==> src/rtl/dmem_arb_pkg.sv <==
// Shared types and sizing for the data-memory arbiter.
package dmem_arb_pkg;

  localparam int unsigned DATA_W        = 32;
  localparam int unsigned MEM_ADDR_BITS = 8;

  typedef enum logic [0:0] {
    ARB    = 1'b0,
    LOCKED = 1'b1
  } arb_state_t;

  typedef struct packed {
    logic              we;
    logic [DATA_W-1:0] addr;
    logic [DATA_W-1:0] wdata;
  } mem_cmd_t;

endpackage

==> src/rtl/dmem_arb_if.sv <==
// Requester-side bus of the data-memory arbiter; one lane per requester.
interface dmem_arb_if
  import dmem_arb_pkg::*;
#(
  parameter int unsigned NREQ = 2
);

  logic [NREQ-1:0]             req;
  logic [NREQ-1:0]             lock;
  logic [NREQ-1:0]             we;
  logic [NREQ-1:0][DATA_W-1:0] addr;
  logic [NREQ-1:0][DATA_W-1:0] wdata;
  logic [NREQ-1:0]             gnt;
  logic [NREQ-1:0]             rvalid;
  logic [DATA_W-1:0]           rdata;
  logic                        err;

  modport master (
    output req, lock, we, addr, wdata,
    input  gnt, rvalid, rdata, err
  );

  modport slave (
    input  req, lock, we, addr, wdata,
    output gnt, rvalid, rdata, err
  );

endinterface

==> src/rtl/dmem_arb_rr_picker.sv <==
// Round-robin picker: first requesting index at or after ptr_i, wrapping at NREQ.
module rr_picker #(
  parameter int unsigned NREQ = 2,
  parameter int unsigned IW   = $clog2(NREQ)
) (
  input  logic [NREQ-1:0] req_i,
  input  logic [IW-1:0]   ptr_i,
  output logic [NREQ-1:0] win_oh_o,
  output logic [IW-1:0]   win_idx_o,
  output logic            valid_o
);

  logic [IW-1:0] idx;

  always_comb begin
    win_oh_o  = '0;
    win_idx_o = '0;
    valid_o   = 1'b0;
    idx       = '0;
    for (int unsigned k = 0; k < NREQ; k++) begin
      idx = IW'((32'(ptr_i) + k) % NREQ);
      if (!valid_o && req_i[idx]) begin
        win_oh_o[idx] = 1'b1;
        win_idx_o     = idx;
        valid_o       = 1'b1;
      end
    end
  end

endmodule

==> src/rtl/dmem_arbiter.sv <==
// Single-port data-memory arbiter with locked RMW, range check and registered response.
// DMEM_ARB_FIXED_PRIO_EN selects fixed priority (lowest index wins) instead of round-robin.
module dmem_arbiter
  import dmem_arb_pkg::*;
#(
  parameter int unsigned NREQ      = 2,
  parameter int unsigned ADDR_BITS = MEM_ADDR_BITS
) (
  input  logic              clk,
  input  logic              rst,
  dmem_arb_if.slave         bus_io,
  output logic [DATA_W-1:0] mem_a_o,
  output logic [DATA_W-1:0] mem_wd_o,
  output logic              mem_we_o,
  input  logic [DATA_W-1:0] mem_rd_i
);

  localparam int unsigned IW = $clog2(NREQ);

  arb_state_t        state_q, state_d;
  logic [IW-1:0]     rr_ptr_q, rr_ptr_d;
  logic [IW-1:0]     owner_q, owner_d;
  logic [IW-1:0]     w_idx;
  logic [IW-1:0]     pick_idx;
  logic [NREQ-1:0]   pick_oh;
  logic              pick_valid;
  logic [NREQ-1:0]   gnt_c;
  logic              gnt_any;
  logic              in_range;
  mem_cmd_t          cmd;
  logic [NREQ-1:0]   rvalid_q;
  logic [DATA_W-1:0] rdata_q;
  logic              err_q;

`ifdef DMEM_ARB_FIXED_PRIO_EN
  // Lowest requesting index wins; scan downwards so the last hit is the lowest.
  always_comb begin
    pick_oh    = '0;
    pick_idx   = '0;
    pick_valid = 1'b0;
    for (int i = int'(NREQ) - 1; i >= 0; i--) begin
      if (bus_io.req[IW'(i)]) begin
        pick_oh           = '0;
        pick_oh[IW'(i)]   = 1'b1;
        pick_idx          = IW'(i);
        pick_valid        = 1'b1;
      end
    end
  end
`else
  rr_picker #(
    .NREQ (NREQ),
    .IW   (IW)
  ) u_picker (
    .req_i     (bus_io.req),
    .ptr_i     (rr_ptr_q),
    .win_oh_o  (pick_oh),
    .win_idx_o (pick_idx),
    .valid_o   (pick_valid)
  );
`endif

  // Grant selection and lock tracking.
  always_comb begin
    state_d  = state_q;
    rr_ptr_d = rr_ptr_q;
    owner_d  = owner_q;
    gnt_c    = '0;
    w_idx    = owner_q;
    case (state_q)
      ARB: begin
        if (pick_valid) begin
          gnt_c = pick_oh;
          w_idx = pick_idx;
          if (bus_io.lock[pick_idx]) begin
            state_d = LOCKED;
            owner_d = pick_idx;
          end
        end
      end
      LOCKED: begin
        if (bus_io.req[owner_q]) begin
          gnt_c[owner_q] = 1'b1;
          w_idx          = owner_q;
          if (!bus_io.lock[owner_q]) begin
            state_d = ARB;
          end
        end
      end
      default: state_d = ARB;
    endcase
`ifdef DMEM_ARB_FIXED_PRIO_EN
    rr_ptr_d = '0;
`else
    if (|gnt_c) begin
      rr_ptr_d = (w_idx == IW'(NREQ - 1)) ? '0 : w_idx + IW'(1);
    end
`endif
  end

  assign gnt_any   = |gnt_c;
  assign cmd.we    = bus_io.we[w_idx];
  assign cmd.addr  = bus_io.addr[w_idx];
  assign cmd.wdata = bus_io.wdata[w_idx];
  assign in_range  = (cmd.addr[DATA_W-1:ADDR_BITS] == '0);

  assign mem_a_o  = gnt_any ? cmd.addr  : '0;
  assign mem_wd_o = gnt_any ? cmd.wdata : '0;
  assign mem_we_o = gnt_any & cmd.we & in_range;

  // FSM state plus the one-cycle response stage.
  always_ff @(posedge clk) begin
    if (rst) begin
      state_q  <= ARB;
      rr_ptr_q <= '0;
      owner_q  <= '0;
      rvalid_q <= '0;
      rdata_q  <= '0;
      err_q    <= 1'b0;
    end else begin
      state_q  <= state_d;
      rr_ptr_q <= rr_ptr_d;
      owner_q  <= owner_d;
      rvalid_q <= gnt_c;
      rdata_q  <= (gnt_any && !cmd.we && in_range) ? mem_rd_i : '0;
      err_q    <= gnt_any & ~in_range;
    end
  end

  assign bus_io.gnt    = gnt_c;
  assign bus_io.rvalid = rvalid_q;
  assign bus_io.rdata  = rdata_q;
  assign bus_io.err    = err_q;

endmodule

==> src/flat_wrapper.sv <==
// flat-port wrapper written by rule: the top's interface ports become plain ports
module dmem_arbiter_flat import dmem_arb_pkg::*;
#(
  parameter int unsigned NREQ      = 2,
  parameter int unsigned ADDR_BITS = MEM_ADDR_BITS
)
  (clk, rst, mem_a_o, mem_wd_o, mem_we_o, mem_rd_i, bus_io_req, bus_io_lock, bus_io_we, bus_io_addr, bus_io_wdata, bus_io_gnt, bus_io_rvalid, bus_io_rdata, bus_io_err);
  dmem_arb_if #(.NREQ(NREQ)) bus_io_i ();
  input  logic clk;
  input  logic rst;
  output logic [DATA_W-1:0] mem_a_o;
  output logic [DATA_W-1:0] mem_wd_o;
  output logic mem_we_o;
  input  logic [DATA_W-1:0] mem_rd_i;
  input wire logic [$bits(bus_io_i.req)-1:0] bus_io_req;
  input wire logic [$bits(bus_io_i.lock)-1:0] bus_io_lock;
  input wire logic [$bits(bus_io_i.we)-1:0] bus_io_we;
  input wire logic [$bits(bus_io_i.addr)-1:0] bus_io_addr;
  input wire logic [$bits(bus_io_i.wdata)-1:0] bus_io_wdata;
  output wire logic [$bits(bus_io_i.gnt)-1:0] bus_io_gnt;
  output wire logic [$bits(bus_io_i.rvalid)-1:0] bus_io_rvalid;
  output wire logic [$bits(bus_io_i.rdata)-1:0] bus_io_rdata;
  output wire logic [$bits(bus_io_i.err)-1:0] bus_io_err;
  assign bus_io_i.req = bus_io_req;
  assign bus_io_i.lock = bus_io_lock;
  assign bus_io_i.we = bus_io_we;
  assign bus_io_i.addr = bus_io_addr;
  assign bus_io_i.wdata = bus_io_wdata;
  assign bus_io_gnt = bus_io_i.gnt;
  assign bus_io_rvalid = bus_io_i.rvalid;
  assign bus_io_rdata = bus_io_i.rdata;
  assign bus_io_err = bus_io_i.err;
  dmem_arbiter #(.NREQ(NREQ), .ADDR_BITS(ADDR_BITS)) u_core (.clk(clk), .rst(rst), .bus_io(bus_io_i), .mem_a_o(mem_a_o), .mem_wd_o(mem_wd_o), .mem_we_o(mem_we_o), .mem_rd_i(mem_rd_i));
endmodule
==> config.mk <==
export PLATFORM = sky130hd
export DESIGN_NAME = dmem_arbiter_flat
export DESIGN_NICKNAME = d
export VERILOG_FILES = /design/src/rtl/dmem_arb_pkg.sv /design/src/rtl/dmem_arb_if.sv /design/src/rtl/dmem_arb_rr_picker.sv /design/src/rtl/dmem_arbiter.sv /design/src/flat_wrapper.sv
export SDC_FILE = /design/constraint.sdc
export NUM_CORES = 1
export LEC_CHECK = 0
export CELL_PAD_IN_SITES_DETAIL_PLACEMENT = 0
export CELL_PAD_IN_SITES_GLOBAL_PLACEMENT = 1
export CORE_UTILIZATION = 16
export DETAILED_ROUTE_END_ITERATION = 7
export PLACE_DENSITY_LB_ADDON = 0.1
export SLEW_MARGIN = 0
export SYNTH_ARGS = -nofsm -noshare
export SYNTH_HDL_FRONTEND = slang
export SYNTH_HIERARCHICAL = 1
export SYNTH_SLANG_ARGS = --single-unit
export TNS_END_PERCENT = 100
==> constraint.sdc <==
create_clock -name clk -period 2 [get_ports clk]
set_input_delay 0.2 -clock clk [delete_from_list [all_inputs] [get_ports clk]]
set_output_delay 0.2 -clock clk [all_outputs]
set_load 0.02 [all_outputs]
==> load_flow_metrics.sql <==
INSERT INTO impl_metrics (metric_group, metric, value, unit) VALUES
('detailed_routing', 'drt_iter0_drc', '91', ''),
('clock_network', 'maximum_level_of_the_cts_h_tree', '2', ''),
('synthesis', 'synth_area_leaders', 'dfxtp_1 (34%), nand2_1 (22%), a21oi_1 (15%)', ''),
('synthesis', 'yosysUniqueCellTypes', '30', ''),
('global_route', 'antenna_found_initial', '0', ''),
('sta', 'period_needed', '2.12', 'ns'),
('power', 'cellPowerDensity', '562', 'mW/mm2'),
('synthesis', 'yosysMostFrequentCell', 'nand2_1', ''),
('die', 'floorplan.die.width', '121', 'um'),
('setup_path', 'critical_path_peak_fanout', '5', ''),
('clock_network', 'worst_skew_pair.late_latency', '0.28', 'ns'),
('clock_network', 'hold_bufs_inserted_after_cts', '0', ''),
('sta', 'timing.final.ws_setup', '-0.119', 'ns'),
('placed_design', 'final_weighted_congestion_of_routability_driven_global_placement', '0.768', ''),
('layout', 'ff_latch_area', '762', 'um2'),
('global_route', 'grtUsageTotal', '15.6', '%'),
('synthesis', 'synth_top_cells_by_count', 'nand2_1 (133), a21oi_1 (66), dfxtp_1 (38)', ''),
('status', 'result_of_the_run', 'finished with violations', ''),
('synthesis', 'mappedNetlistNets', '508', ''),
('setup_path', 'crit_arrival', '1.92', 'ns'),
('global_route', 'grt_max_degree', '34', ''),
('layout', 'fraction_of_layout_cells_with_a_size_suffix_above_1', '40.3', '%'),
('synthesis', 'syn_area_per_cell', '6.61', 'um2'),
('placed_design', 'io_buffer_count', '269', ''),
('power', 'worst_vdd_ir', '0.286', 'mV'),
('layout', 'finished_cell_area', '0.00648', 'mm2'),
('hold_path', 'min_delay_worst_type', 'input port to register', ''),
('power', 'post-layout-total-power', '3.65', 'mW'),
('clock_network', 'clock-root-buffer', 'clkbuf_16', ''),
('layout', 'flow.area_growth_from_synthesis', '188', '%'),
('detailed_routing', 'route.detailed.drc', '0', ''),
('setup_path', 'cpPeakStageDelay', '0.32', 'ns'),
('job', 'max_cap_violations', '0', ''),
('setup_path', 'critical-path-top-delay-family', 'simple AND/OR/NAND/NOR gates', ''),
('synthesis', 'synth_top_flop_cell', 'dfxtp_1', ''),
('detailed_routing', 'route.vias.total', '3563', ''),
('layout', 'total_area_of_multi_input_combinational_cells', '0.00198', 'mm2'),
('setup_path', 'end_kind', 'output port', ''),
('global_route', 'gr-total-overflow', '0', ''),
('sta', 'finish_stage_setup_viols', '93', ''),
('clock_network', 'cts.sinks', '38', ''),
('placed_design', 'place_hpwl', '9.46', 'mm'),
('sta', 'tightest_slew', '0.395', 'ns'),
('synthesis', 'number_of_synthesized_flops_with_an_enable_pin', '0', ''),
('sta', 'finalHoldViolations', '0', ''),
('placed_design', 'placedInstanceArea', '0.00570', 'mm2'),
('synthesis', 'synth_cells', '340', ''),
('clock_network', 'numCtsBuffers', '5', ''),
('layout', 'design.final.nets', '815', ''),
('setup_path', 'timing.critical_path.from_type', 'register', ''),
('layout', 'final_util', '48.2', '%'),
('global_route', 'grt_first_pass_wirelength', '17.9', 'mm'),
('synthesis', 'postSynth.asyncResetShare', '0', '%'),
('sta', 'relative_slew_slack', '73.4', '%'),
('sta', 'clock.fmax', '0.472', 'GHz'),
('detailed_routing', 'vias_per_cell', '4.32', ''),
('detailed_routing', 'drtPass1Iterations', '4', ''),
('setup_path', 'crit_path_top_delay_cell', 'dfxtp_2', ''),
('synthesis', 'synth-seq-cells', '38', ''),
('setup_path', 'crit_path_required_time', '1.80', 'ns'),
('power', 'leakage', '2.74', 'nW'),
('synthesis', 'ys_warn_count', '6', ''),
('status', 'violations', 'setup timing', ''),
('sta', 'layout_worst_path_cycle_share', '106', '%'),
('clock_network', 'clk_pin_slew_worst_paths', '0.06', 'ns'),
('synthesis', 'synth_sequential_area_ratio', '33.8', '%'),
('die', 'boundaryPins', '270', ''),
('detailed_routing', 'antenna_violation_net_count_after_detailed_routing', '0', ''),
('detailed_routing', 'totalWireLength', '12.5', 'mm'),
('sta', 'final.setup_skew', '0.00430', 'ns'),
('setup_path', 'setup.worst_path.class', 'register to output port', '');
-- tightest hold or removal path: stages --
cell and delay (ns):
buf_2 0.08, buf_4 0.13, nand2_1 0.05, o221ai_1 0.16, a21oi_1 0.07
-- stage by stage --
stage          setup WS (ns)  hold WS (ns)  TNS (ns)  cells
2_1_floorplan        -0.0108         0.269    -0.336    340
3_3_place_gp          -0.940         0.464    -70.08    799
3_5_place_dp          -0.958         0.468    -70.97    799
4_1_cts               -0.131         0.458     -4.16    818
5_1_grt               -0.215         0.490    -14.85    824
6_report              -0.119         0.454     -4.90    824
-- layer usage --
layer	vias up	part of all wire [%]	track usage, %
met1	1627	37	15.9
met2	163	52	30.6
met3	6	10	5.66
li1	1767	-	-
met5	-	0	0
met4	0	0.47	2.08
-- layout by cell type (no fill, tap or decap), types with 2 or more instances in the layout --
master,n
a21oi_4,2
nor4_4,2
buf_6,39
a21oi_2,61
buf_4,58
and3_1,32
clkbuf_16,12
clkdlybuf4s15_1,3
nor3b_4,2
nor2_1,3
nor2b_1,3
nand2_2,8
dlygate4sd2_1,3
dfxtp_1,37
clkdlybuf4s50_1,192
a21oi_1,3
nand2_1,87
nor4_1,6
nor3_1,3
or4_4,2
nand2_4,38
buf_2,12
a21boi_0,2
buf_8,2
mux2i_4,2
nand4_1,4
buf_12,11
-- cells by family after synthesis --
kind of cell | count (synthesis) | synth area share (%)
DFF | 38 | 33.8
and+or+nand+nor | 193 | 39.2
AOI/OAI and AO/OA | 75 | 18.0
buffers and inverters | 29 | 6.45
muxes | 5 | 2.50
-- area by class of cell --
type	count	share of cell area, %
clock inverter	2	0.193
multi-input combinational	273	30.5
clock buffer	6	2.14
sequential	38	11.8
tap	176	3.40
timing repair buffer	328	51.9
inverter	1	0.0579
-- registers in the layout (all words and copies together) (netlist names) --
register / cells
u_core/bus_io.rvalid: 2
u_core/bus_io.rdata: 32
u_core/bus_io.err: 1
u_core/rr_ptr_q: 1
u_core/state_q: 1
u_core/owner_q: 1
-- where the power goes --
part           leakage [nW]  switching, mW  internal [mW]
Combinational          2.36          0.986           1.10
Clock                0.0729          0.295          0.493
Sequential            0.307        0.00508          0.769
Total                  2.74           1.29           2.36
-- worst paths after layout --
check                  start                 endpoint  slack (ns)  depth (start not counted)
max           u_core/state_q                 mem_we_o       -0.12                          7
min            bus_io_req[1]           u_core/state_q        0.45                          5
max reg2reg   u_core/state_q  u_core/bus_io.rdata[26]       -0.01                         11
min reg2reg  u_core/rr_ptr_q          u_core/rr_ptr_q        0.48                          2
-- what timing repair did --
action	4_1_cts	5_1_grt
gates resized for setup	380	125
pin swaps	11	78
gates cloned	2	7
setup endpoints to repair	100	97
setup buffers	10	2
Power figures use the tool's default switching activity.
